==> src/rtl/sdram_port_arbiter.sv <==
// Three-client front end for the single-port SDRAM controller:
// loader writes, CPU and graphics ROM reads, each read port cached by one word.
module sdram_port_arbiter #(
    parameter int RD_WAIT = 16,
    parameter int WR_WAIT = 12
) (
    input  logic        clk,
    input  logic        reset,

    input  logic        dl_we,
    input  logic [24:0] dl_addr,
    input  logic [7:0]  dl_data,
    output logic        dl_overflow,

    input  logic        cpu_req,
    input  logic [24:0] cpu_addr,
    output logic [15:0] cpu_dout,
    output logic        cpu_ack,

    input  logic        gfx_req,
    input  logic [24:0] gfx_addr,
    output logic [15:0] gfx_dout,
    output logic        gfx_ack,

    output logic [24:0] sd_addr,
    output logic [15:0] sd_din,
    output logic [1:0]  sd_wtbt,
    output logic        sd_we,
    output logic        sd_rd,
    input  logic [15:0] sd_dout
);

    localparam int MAXW = (RD_WAIT > WR_WAIT) ? RD_WAIT : WR_WAIT;
    localparam int CW   = $clog2(MAXW) + 1;

    typedef enum logic [3:0] {
        IDLE,
        HIT_CPU,
        HIT_GFX,
        RISSUE,
        RWAIT,
        RDONE,
        WISSUE,
        WWAIT,
        WDONE
    } state_t;

    state_t      state;
    logic [CW-1:0] cnt;
    logic        sel_gfx;
    logic [23:0] rd_tag;

    logic        pend;
    logic [24:0] pend_addr;
    logic [7:0]  pend_data;
    logic        dl_seen;

    logic        cpu_vld;
    logic [23:0] cpu_tag;
    logic        gfx_vld;
    logic [23:0] gfx_tag;

    logic        dl_acc;
    logic        cpu_hit;
    logic        gfx_hit;
    logic        unused_addr_lsb;

    // A write arriving on the very cycle the pending one retires still fits.
    assign dl_acc  = dl_we && (!pend || state == WDONE);
    assign cpu_hit = cpu_vld && (cpu_addr[24:1] == cpu_tag);
    assign gfx_hit = gfx_vld && (gfx_addr[24:1] == gfx_tag);
    assign unused_addr_lsb = cpu_addr[0] ^ gfx_addr[0];

    always_ff @(posedge clk) begin
        if (reset) begin
            state       <= IDLE;
            cnt         <= '0;
            sel_gfx     <= 1'b0;
            rd_tag      <= '0;
            pend        <= 1'b0;
            pend_addr   <= '0;
            pend_data   <= '0;
            dl_seen     <= 1'b0;
            dl_overflow <= 1'b0;
            cpu_vld     <= 1'b0;
            cpu_tag     <= '0;
            gfx_vld     <= 1'b0;
            gfx_tag     <= '0;
            cpu_dout    <= '0;
            cpu_ack     <= 1'b0;
            gfx_dout    <= '0;
            gfx_ack     <= 1'b0;
            sd_addr     <= '0;
            sd_din      <= '0;
            sd_wtbt     <= '0;
            sd_we       <= 1'b0;
            sd_rd       <= 1'b0;
        end else begin
            cpu_ack <= 1'b0;
            gfx_ack <= 1'b0;
            sd_wtbt <= 2'b00;

            if (dl_acc) begin
                pend      <= 1'b1;
                pend_addr <= dl_addr;
                pend_data <= dl_data;
            end else if (state == WDONE) begin
                pend <= 1'b0;
            end

            if (dl_we && !dl_acc)
                dl_overflow <= 1'b1;

            // Tracks loader activity since the current read was chosen.
            if (state == IDLE)
                dl_seen <= dl_acc;
            else if (dl_acc)
                dl_seen <= 1'b1;

            unique case (state)
                IDLE: begin
                    if (pend) begin
                        state <= WISSUE;
                    end else if (cpu_req && cpu_hit) begin
                        state <= HIT_CPU;
                    end else if (cpu_req) begin
                        sel_gfx <= 1'b0;
                        state   <= RISSUE;
                    end else if (gfx_req && gfx_hit) begin
                        state <= HIT_GFX;
                    end else if (gfx_req) begin
                        sel_gfx <= 1'b1;
                        state   <= RISSUE;
                    end
                end
                HIT_CPU: begin
                    cpu_ack <= 1'b1;
                    state   <= IDLE;
                end
                HIT_GFX: begin
                    gfx_ack <= 1'b1;
                    state   <= IDLE;
                end
                RISSUE: begin
                    if (sel_gfx) begin
                        rd_tag  <= gfx_addr[24:1];
                        sd_addr <= {gfx_addr[24:1], 1'b0};
                    end else begin
                        rd_tag  <= cpu_addr[24:1];
                        sd_addr <= {cpu_addr[24:1], 1'b0};
                    end
                    sd_rd <= 1'b1;
                    cnt   <= CW'(RD_WAIT - 1);
                    state <= RWAIT;
                end
                RWAIT: begin
                    if (cnt == '0)
                        state <= RDONE;
                    else
                        cnt <= cnt - CW'(1);
                end
                RDONE: begin
                    sd_rd <= 1'b0;
                    if (sel_gfx) begin
                        gfx_dout <= sd_dout;
                        gfx_ack  <= 1'b1;
                        gfx_tag  <= rd_tag;
                        gfx_vld  <= !(dl_seen || dl_acc);
                    end else begin
                        cpu_dout <= sd_dout;
                        cpu_ack  <= 1'b1;
                        cpu_tag  <= rd_tag;
                        cpu_vld  <= !(dl_seen || dl_acc);
                    end
                    state <= IDLE;
                end
                WISSUE: begin
                    sd_addr <= pend_addr;
                    sd_din  <= {pend_data, pend_data};
                    sd_we   <= 1'b1;
                    cnt     <= CW'(WR_WAIT - 1);
                    state   <= WWAIT;
                end
                WWAIT: begin
                    if (cnt == '0) begin
                        sd_we <= 1'b0;
                        state <= WDONE;
                    end else begin
                        cnt <= cnt - CW'(1);
                    end
                end
                WDONE: begin
                    sd_we <= 1'b0;
                    state <= IDLE;
                end
                default: state <= IDLE;
            endcase

            // New ROM contents make any cached word stale.
            if (dl_acc) begin
                cpu_vld <= 1'b0;
                gfx_vld <= 1'b0;
            end
        end
    end

endmodule

==> config.mk <==
export PLATFORM = sky130hd
export DESIGN_NAME = sdram_port_arbiter
export DESIGN_NICKNAME = d
export VERILOG_FILES = /design/src/rtl/sdram_port_arbiter.sv
export SDC_FILE = /design/constraint.sdc
export NUM_CORES = 1
export LEC_CHECK = 0
export BUFFER_PORTS_ARGS = -buffer_cell sky130_fd_sc_hd__buf_2
export CAP_MARGIN = 5
export CELL_PAD_IN_SITES_DETAIL_PLACEMENT = 1
export CELL_PAD_IN_SITES_GLOBAL_PLACEMENT = 2
export CORE_MARGIN = 2
export CORE_UTILIZATION = 33
export CTS_CLUSTER_DIAMETER = 120
export DETAILED_ROUTE_END_ITERATION = 8
export GPL_ROUTABILITY_DRIVEN = 0
export GPL_TIMING_DRIVEN = 0
export PLACE_DENSITY = 0.95
export SYNTH_ARGS = -nofsm -noshare
export SYNTH_HDL_FRONTEND = slang
export SYNTH_SLANG_ARGS = --single-unit
==> constraint.sdc <==
create_clock -name clk -period 4.1 [get_ports clk]
set_input_delay 0.205 -clock clk [delete_from_list [all_inputs] [get_ports clk]]
set_output_delay 0.205 -clock clk [all_outputs]
set_load 0.005 [all_outputs]
# Yosys cells after proc, flatten, opt, wreduce, memory -nomap -nowiden
# Cells that the tools add are included.
[totals]
ff_bits = 197
inputBits = 104
wordCells = 95
[classes]
n_reduce_logical = 28
n_bitwise = 3
n_eq_ne = 15
n_addsub = 1
n_mux = 27
[op_table]
columns = ["op", "n"]
rows = [
  ["$pmux 25 s2", 1],
  ["$eq 24x24->1", 2],
  ["$mux 4", 7],
  ["$mux 25", 1],
  ["$mux 24", 1],
  ["$pmux 4 s5", 1],
  ["$eq 4x3->1 const B", 4],
  ["$pmux 5 s3", 1],
  ["$mux 1", 10],
  ["$reduce_bool 2->1", 5],
  ["$eq 4x2->1 const B", 2],
  ["$ne 2x2->1 const B", 4],
  ["$reduce_and 2->1", 4],
  ["$logic_and 1x1->1", 6],
  ["$ne 6x4->1 const B", 1],
  ["$pmux 1 s2", 3],
  ["$reduce_bool 3->1", 2],
  ["$logic_not 5->1", 1],
  ["$mux 5", 1],
  ["$reduce_and 5->1", 1],
  ["$sub 5x1->5 const B", 1],
  ["$eq 4x1->1 const B", 1],
  ["$eq 4x4->1 const B", 1],
  ["$logic_not 4->1", 1],
  ["6 further kinds", 12],
]

# Logic depth before layout (Yosys ltp)
# Gate-level depths: netlist of run 1.
[logic_depth]
ltp_word = 8
mapped_depth = 8

# Worst setup path before layout of run 1
# No wires, ideal clock.
[synth_path]
kind = "register to register"
start = "register cnt[0]"
end = "register cnt[3]"
setup_slack_ns = 2.310
setup_time_ns = 0.091
stages_incl_launch_ff = 9
path_buffers = 0
arrival_time_ns = 1.699
synth_period_minus_slack_ns = 1.790
required_ns = 4.009
cell_sequence = "dfxtp_1 inv_1 ha_1 nor4b_4 a21oi_1 nor2b_1 a2111oi_2 a21oi_1 a311oi_1"
[synth_via]
elab_chain_cells = 3
word_cells_on_any_way = 6
classes_between = "add/sub (1); eq/ne (1); mux (2); reduce/logical (2)"
[synth_rtl]
columns = ["item", "line_no", "text"]
rows = [
  ["start, declared", "49", "logic [CW-1:0] cnt;"],
  ["start signal, assigned", "153", "cnt <= CW'(RD_WAIT - 1);"],
  ["start signal, assigned", "160", "cnt <= cnt - CW'(1);"],
  ["start signal, assigned", "181", "cnt <= CW'(WR_WAIT - 1);"],
  ["$sub 5x1->5 / $logic_not 5->1 (equally long branches)", "-", ""],
  ["$mux 5 / $ne 2x2->1 (equally long branches)", "-", ""],
  ["$pmux 5 s3 / $reduce_and 2->1 (equally long branches)", "-", ""],
]
# Several ways; a longest one is shown, not always the timed one. The select of a mux whose other input is x is not followed.
# A chain may end at the register's enable or synchronous reset.

# Worst setup path after layout of run 1
[layout_path]
start = "register state[1]"
end = "register sd_addr[23]"
[layout_via]
elab_chain_cells = 2
word_cells_on_any_way = 4
classes_between = "eq/ne (2); mux (1); reduce/logical (1)"
[layout_rtl]
columns = ["item", "line_no", "text"]
rows = [
  ["start, declared", "48", "state_t state;"],
  ["start signal, assigned", "76", "state <= IDLE;"],
  ["start signal, assigned", "123", "state <= WISSUE;"],
  ["start signal, assigned", "125", "state <= HIT_CPU;"],
  ["$eq 4x3->1 / $eq 4x2->1 (equally long branches)", "120", "unique case (state)"],
  ["$pmux 25 s2 / $reduce_bool 2->1 (equally long branches)", "-", ""],
  ["end signal, assigned", "147", "sd_addr <= {gfx_addr[24:1], 1'b0};"],
  ["end signal, assigned", "150", "sd_addr <= {cpu_addr[24:1], 1'b0};"],
  ["end signal, assigned", "178", "sd_addr <= pend_addr;"],
  ["end, declared", "25", "output logic [24:0] sd_addr,"],
]
# Several ways; a longest one is shown, not always the timed one.

==> results of run 1 <==
-- per-layer routing --
metal / GRT usage, % / share of wire (%) / wire, um
met5: 0 / 0 / 0
met4: 7.73 / 2.4 / 632
met3: 4.35 / 5.4 / 1440
met2: 35.4 / 46 / 12100
met1: 28.5 / 46 / 12300
-- where the power goes --
part / internal, mW / switching (mW)
sequential: 1.96 / 0.0880
combinational: 0.392 / 0.647
clock: 0.908 / 0.736
-- cells in the final DEF, fill, tap and decap left out, drive strengths merged, types with 3 or more instances in the layout --
cell / count
buf: 205
nand2: 346
nand2b: 7
o21ai: 5
nor2: 22
a2111oi: 4
clkinvlp: 4
clkbuf: 68
nand3: 4
dlygate4sd3: 9
nand4: 9
mux2: 24
a21oi: 153
or3: 3
nor4: 6
dfxtp: 189
o31ai: 3
nor2b: 3
xnor2: 33
inv: 9
nor3: 7
a31oi: 28
xor2: 15
-- cell type report --
class / instances / area share [%]
Timing Repair Buffer: 187 / 10.2
Clock inverter: 11 / 1.38
Antenna cell: 2 / 0.0519
Buffer: 74 / 3.54
Multi-Input combinational cell: 696 / 36.8
Inverter: 5 / 0.195
Clock buffer: 21 / 4.57
Sequential cell: 189 / 39.3
Tap cell: 313 / 4.06
-- worst reg2reg max path: stages (launching register included) --
cell	delay, ps
dfxtp_1	350
buf_2	230
nand2_1	170
nor3_2	470
clkbuf_1	540
nand2_1	320
a31oi_1	200
-- cells by family (layout without fill, tap and decap cells) --
kind of cell | after synthesis | after routing
simple gates | 415 | 415
compound gates | 205 | 205
flops | 189 | 189
buf+inv | 79 | 298
xor+xnor | 48 | 48
mux | 25 | 25
fa+ha+maj | 1 | 1
other cells | 1 | 4
-- worst min path at each step --
stage,start,end,cells past startpoint
6_report,dl_data[2],pend_data[2],3
5_1_grt,dl_data[2],pend_data[2],3
4_1_cts,dl_data[2],pend_data[2],3
3_5_place_dp,cpu_dout[13],cpu_dout[13],2
3_3_place_gp,pend_data[6],sd_din[14],2
2_1_floorplan,cpu_req,sel_gfx,1
-- registers in the layout (all words and copies together), names as in the netlist --
register and count:
gfx_vld 1, dl_seen 1, cpu_ack 1, dl_overflow 1
pend_addr 25, pend_data 8, cpu_dout 16, gfx_dout 16
sd_rd 1, gfx_ack 1, sd_din 8, state 4
cnt 5, rd_tag 24, sd_addr 25, gfx_tag 24
cpu_tag 24, sd_we 1, sel_gfx 1, pend 1
cpu_vld 1
==> reports/metrics.yaml, run 1 <==
fmax_mhz: 425
synth-xor-area-share_pct: 5.47
regArea_um2: 3780
p_total_mw: 4.73
yosysTopAreaCell: "dfxtp_1"
rr_worst_depth: 6
synthFlopType: "dfxtp_1"
fin_cells: 1498
ir_drop_uv: 224
num-nets-final: 1275
clockRootBuffer: "clkbuf_16"
rsz0062_at_grt: "false"
crit_end: "sd_addr[23]"
utilization_pct: 42.3
fin_worst_skew_ps: 7.81
grt_max_degree: 17
hold_violations: 0
final_max_slew_viol_count: 0
dr.pass1.iters: 5
reg2reg_from: "state[1]"
syn-cell-area_um2: 7680
synth_top_area_share_pct: 49.3
p_per_area_nw_per_um2: 491
crit_slowest_cell: "clkbuf_1"
finalSetupTns_ps: 0
relSlewSlack_pct: 46.7
cp_data_arrival_time_ps: 2700
synth-simple-area-share_pct: 22.0
synth_mux_area_share_pct: 3.65
grt_pass1_vias: 7288
post-cts-setup-buffer-count: 0
drive_above_1_share_pct: 22.0
crit_chain: "buf_2 -> nand2_1 -> nor3_2 -> clkbuf_1 -> nand2_1 -> a31oi_1"
grt_first_pass_wirelength_um: 40500
r2r-end: "sd_addr[23]"
crit_fanout: 10
finalCritPeriodShare_pct: 57.4
grt-ovfl-total: 0
multiInputGateArea_um2: 3540
slowest_delay_ps: 540
cp_common_cell: "nand2_1"
core_area_um2: 22800
start_util_pct: 33.7
maxCapViolCount: 0
num_rows: 55
synth_cells: 963
synth_fa_ha_area_share_pct: 0.163
cts_tree: "built"
fillerInstances: 2863
crit_cells: 6
die_h_um: 157
ios: 184
post_drt_wl_per_cell_um: 17.6
path_delay_family: "simple AND/OR/NAND/NOR gates"
endpoint_kind: "flip-flop"
syn2layout_area_growth_pct: 25.4
clk_pin_slew_worst_paths_ps: 70
pre_cts_slack_ps: 1810
vias_per_cell: 4.87
synth-edff-count: 0
synthArstFlopShare_pct: 0
drc_errors: 0
yosysMostFrequentCell: "nand2_1"
cts-htree-levels: 4
yosys_warnings: 0
synth-compound-area-share_pct: 14.7
antenna_found_initial: 2
cts_resized: 0
cts_sinks: 189
hold_path.class: "input pin to flip-flop"
synth_top_family_by_area: "simple AND/OR/NAND/NOR gates"
ys_seq_elements: 189
insertion_delay_ps: 430
via_count: 7291
synth.area.top_cells: "dfxtp_1, nand2_1, a21oi_1"
power.leakage_nw: 3.69
finalSetupViolCount: 0
die_w_um: 157
criticalPathCategory: "flip-flop to flip-flop"
routed_wl_um: 26400
startpoint_type: "flip-flop"
first_iter_violations: 455
stdcell_area_um2: 9640
crit_path_start: "state[1]"
ys_top_cells_by_count: "nand2_1, dfxtp_1, a21oi_1"
critPathRequiredTime_ps: 4450
whs_ps: 15.0
portBuffers: 178
numCtsBuffers: 17
outcome: "complete, no violations"
cts_hold_buf: 9
syn_avg_cell_area_um2: 7.98
ys_seq_area_share_pct: 49.3
postPlaceCellArea_um2: 8970
ctsLongestPathBuffers: 2
placedCellCount: 1455
setup_slack_ps: 1750
regToRegSetupSlack_ps: 1750
dieArea_um2: 24500
hpwl_um: 20000
synth_cell_types: 46
min_period_ps: 2350
gr-usage-all-layers_pct: 21.7
critPathBufInv: 2
tightestPinTransition_ps: 794
ant_nets: 0
(Power assumes the default switching activity.)
==> inputs of run 2 (changes only) <==
--- a/config.mk
+++ b/config.mk
@@ -5,17 +5,18 @@
 export SDC_FILE = /design/constraint.sdc
 export NUM_CORES = 1
 export LEC_CHECK = 0
+export ABC_AREA = 1
 export BUFFER_PORTS_ARGS = -buffer_cell sky130_fd_sc_hd__buf_2
 export CAP_MARGIN = 5
 export CELL_PAD_IN_SITES_DETAIL_PLACEMENT = 1
 export CELL_PAD_IN_SITES_GLOBAL_PLACEMENT = 2
 export CORE_MARGIN = 2
-export CORE_UTILIZATION = 33
+export CORE_UTILIZATION = 26
 export CTS_CLUSTER_DIAMETER = 120
 export DETAILED_ROUTE_END_ITERATION = 8
 export GPL_ROUTABILITY_DRIVEN = 0
 export GPL_TIMING_DRIVEN = 0
-export PLACE_DENSITY = 0.95
+export PLACE_DENSITY = 0.85
 export SYNTH_ARGS = -nofsm -noshare
 export SYNTH_HDL_FRONTEND = slang
 export SYNTH_SLANG_ARGS = --single-unit
==> constraint.sdc (replaced) <==
create_clock -name clk -period 2.05 [get_ports clk]
set_input_delay 0.1025 -clock clk [delete_from_list [all_inputs] [get_ports clk]]
set_output_delay 0.1025 -clock clk [all_outputs]
set_load 0.005 [all_outputs]
==> reports/metrics.yaml, run 2 <==
post_drt_wl_per_cell_um: 16.6  # -5.8%
synth_cells: 1128  # +17%
clockRootBuffer: "clkbuf_16"
grt_first_pass_wirelength_um: 45900  # +13%
routed_wl_um: 29700  # +12%
hpwl_um: 22500  # +13%
final_max_slew_viol_count: 0  # unchanged
ir_drop_uv: 545  # +140%
fin_worst_skew_ps: 9.12  # +1.31 ps
grt_use_met2_pct: 32.3  # -3.1 points
maxCapViolCount: 0  # unchanged
mostFrequentLayoutCells: "nand2_1, nor2_1, buf_2"
fillerInstances: 3814  # +33%
synth-edff-count: 0  # unchanged
utilization_pct: 34.4  # -7.9 points
relSlewSlack_pct: 53.2  # +6.5 points
min_period_ps: 1900  # -450 ps
cp_data_arrival_time_ps: 2200  # -500 ps
grt-ovfl-total: 0  # unchanged
yosys_warnings: 0  # unchanged
synthFlopType: "dfxtp_1"
die_h_um: 179  # +14%
ctsLongestPathBuffers: 2  # unchanged
drc_errors: 0  # unchanged
dr.pass1.iters: 5  # unchanged
die_w_um: 179  # +14%
dieArea_um2: 32000  # +31%
tightestPinTransition_ps: 701  # -92.1 ps
hold_depth: 4  # +1
p_per_area_nw_per_um2: 976  # +99%
numCtsBuffers: 17  # unchanged
first_iter_violations: 330  # -27%
num-nets-final: 1481  # +16%
outcome: "complete, no violations"
ys_seq_area_share_pct: 47.5  # -1.7 points
num_rows: 64  # +16%
crit_chain: "nand2_4 -> nor3_2 -> inv_2 -> nor2_4 -> inv_2 -> clkbuf_1 -> o21ai_0 -> a21oi_1"
grt_use_met3_pct: 4.18  # -0.17 points
grt_most_used_layer: "met2"
syn2layout_area_growth_pct: 31.0
synthArstFlopShare_pct: 0  # unchanged
insertion_delay_ps: 440  # about the same
regToRegSetupSlack_ps: 150  # -1600 ps
yosysMostFrequentCell: "nand2_1"
rsz0062_at_grt: "false"
finalSetupViolCount: 0  # unchanged
power.leakage_nw: 4.81  # +30%
portBuffers: 178  # unchanged
clk_pin_slew_worst_paths_ps: 70  # about the same
path_delay_family: "buffers and inverters"
reg2reg_from: "state[2]"
syn_avg_cell_area_um2: 7.06  # -12%
ios: 184  # unchanged
crit_fanout: 10  # unchanged
post-cts-setup-buffer-count: 0  # unchanged
grt_pass1_vias: 8304  # +14%
gr-usage-all-layers_pct: 18.9  # -2.8 points
cp_common_cell: "inv_2"
grt_max_degree: 17  # unchanged
core_area_um2: 30300  # +33%
crit_path_start: "state[2]"
hold_start: "cpu_req"
yosysTopAreaCell: "dfxtp_1"
critPathBufInv: 3  # +1
hold_path.class: "input pin to flip-flop"
fmax_mhz: 525  # +24%
drive_above_1_share_pct: 19.4  # -2.6 points
crit_slowest_cell: "dfxtp_1"
endpoint_kind: "flip-flop"
criticalPathCategory: "flip-flop to flip-flop"
cts_tree: "built"
synth_cell_types: 32  # -30%
stdcell_area_um2: 10400  # +8.2%
layout.cells.most_common: "nand2_1"
start_util_pct: 26.2  # -7.5 points
gr-usage-met1_pct: 23.5  # -5.0 points
critPathRequiredTime_ps: 2350  # -2100 ps
syn-cell-area_um2: 7960  # +3.6%
finalCritPeriodShare_pct: 92.8  # +35 points
r2r-end: "cpu_tag[19]"
reg_top3: "pend_addr: 25 flops, sd_addr: 25 flops"
finalSetupTns_ps: 0  # unchanged
worstHoldEndpoint: "sel_gfx"
antenna_found_initial: 5  # +3
cts_sinks: 189  # unchanged
ys_top_cells_by_count: "nand2_1, nor2_1, dfxtp_1"
postPlaceCellArea_um2: 9350  # +4.2%
synth_top_area_share_pct: 47.5  # -1.7 points
ys_seq_elements: 189  # unchanged
ant_nets: 0  # unchanged
rr_worst_depth: 8  # +2
synth.area.top_cells: "dfxtp_1, nand2_1, nor2_1"
hold_violations: 0  # unchanged
cts-htree-levels: 4  # unchanged
vias_per_cell: 4.48  # -7.9%
startpoint_type: "flip-flop"
via_count: 8014  # +9.9%
slowest_delay_ps: 450  # -90 ps
==> run 2: what timing repair did <==
item | CTS | global route
endpoints found under the setup margin | 0 | 2
resized for setup | 0 | 2
endpoints found under the hold margin | 66 | 0
hold buffers | 50 | 0
==> run 2: final cells by class <==
cell class | instances | area, um2 | area share (%)
diodes | 5 | 12.5 | 0.120
multi-input cells | 773 | 3450 | 33.1
clock buffers | 20 | 447 | 4.28
well taps | 396 | 495 | 4.75
inverters | 101 | 382 | 3.66
flip-flops and latches | 189 | 3780 | 36.3
repair buffers | 228 | 1390 | 13.3
clock inverters | 10 | 119 | 1.14
plain buffers | 66 | 350 | 3.36
==> run 2: cell families (layout without fill, tap and decap cells) <==
family          count (synthesis)  count (layout)  share of synthesized area (%)
buf+inv                       167             425                           9.17
other cells                     1               7                         0.0471
flops                         189             189                           47.5
xor+xnor                       12              12                           1.32
fa+ha+maj                       1               1                          0.157
simple gates                  500             500                           25.0
compound gates                258             258                           16.7
==> run 2: per-layer routing <==
metal	up-vias	part of all wire [%]
met4	0	2.0
met1	3753	44
li1	4074	-
met2	160	48
met3	27	5.6
met5	-	0
==> run 2: worst max path at each step <==
stage	endpoint	slack, ps	cells past startpoint
2_1_floorplan	cnt[3]	620	11
3_3_place_gp	cpu_tag[18]	120	8
3_5_place_dp	cpu_tag[18]	100	8
4_1_cts	cpu_tag[18]	110	8
5_1_grt	cpu_tag[20]	6	8
6_report	cpu_tag[19]	150	8
==> run 2: stage by stage <==
step,std cells,hold slack (ps),power [mW],worst slack (ps)
3_5_place_dp,1703,331,6.89,97.3
4_1_cts,1783,2.65,10.3,105
5_1_grt,1787,24.8,10.8,5.96
2_1_floorplan,1129,237,5.89,618
3_3_place_gp,1703,327,6.82,123
6_report,1788,2.47,10.2,147
==> run 2: worst reg2reg max path, cell delays in order, from the launching register on <==
cell and delay, ps:
dfxtp_1 450, nand2_4 130, nor3_2 140, inv_2 120
nor2_4 200, inv_2 110, clkbuf_1 290, o21ai_0 260
a21oi_1 70
==> run 2: report_power, final <==
group	internal, mW	switching, mW
logic	0.893	1.64
registers	4.08	0.270
clock network	1.82	1.47
total	6.79	3.38
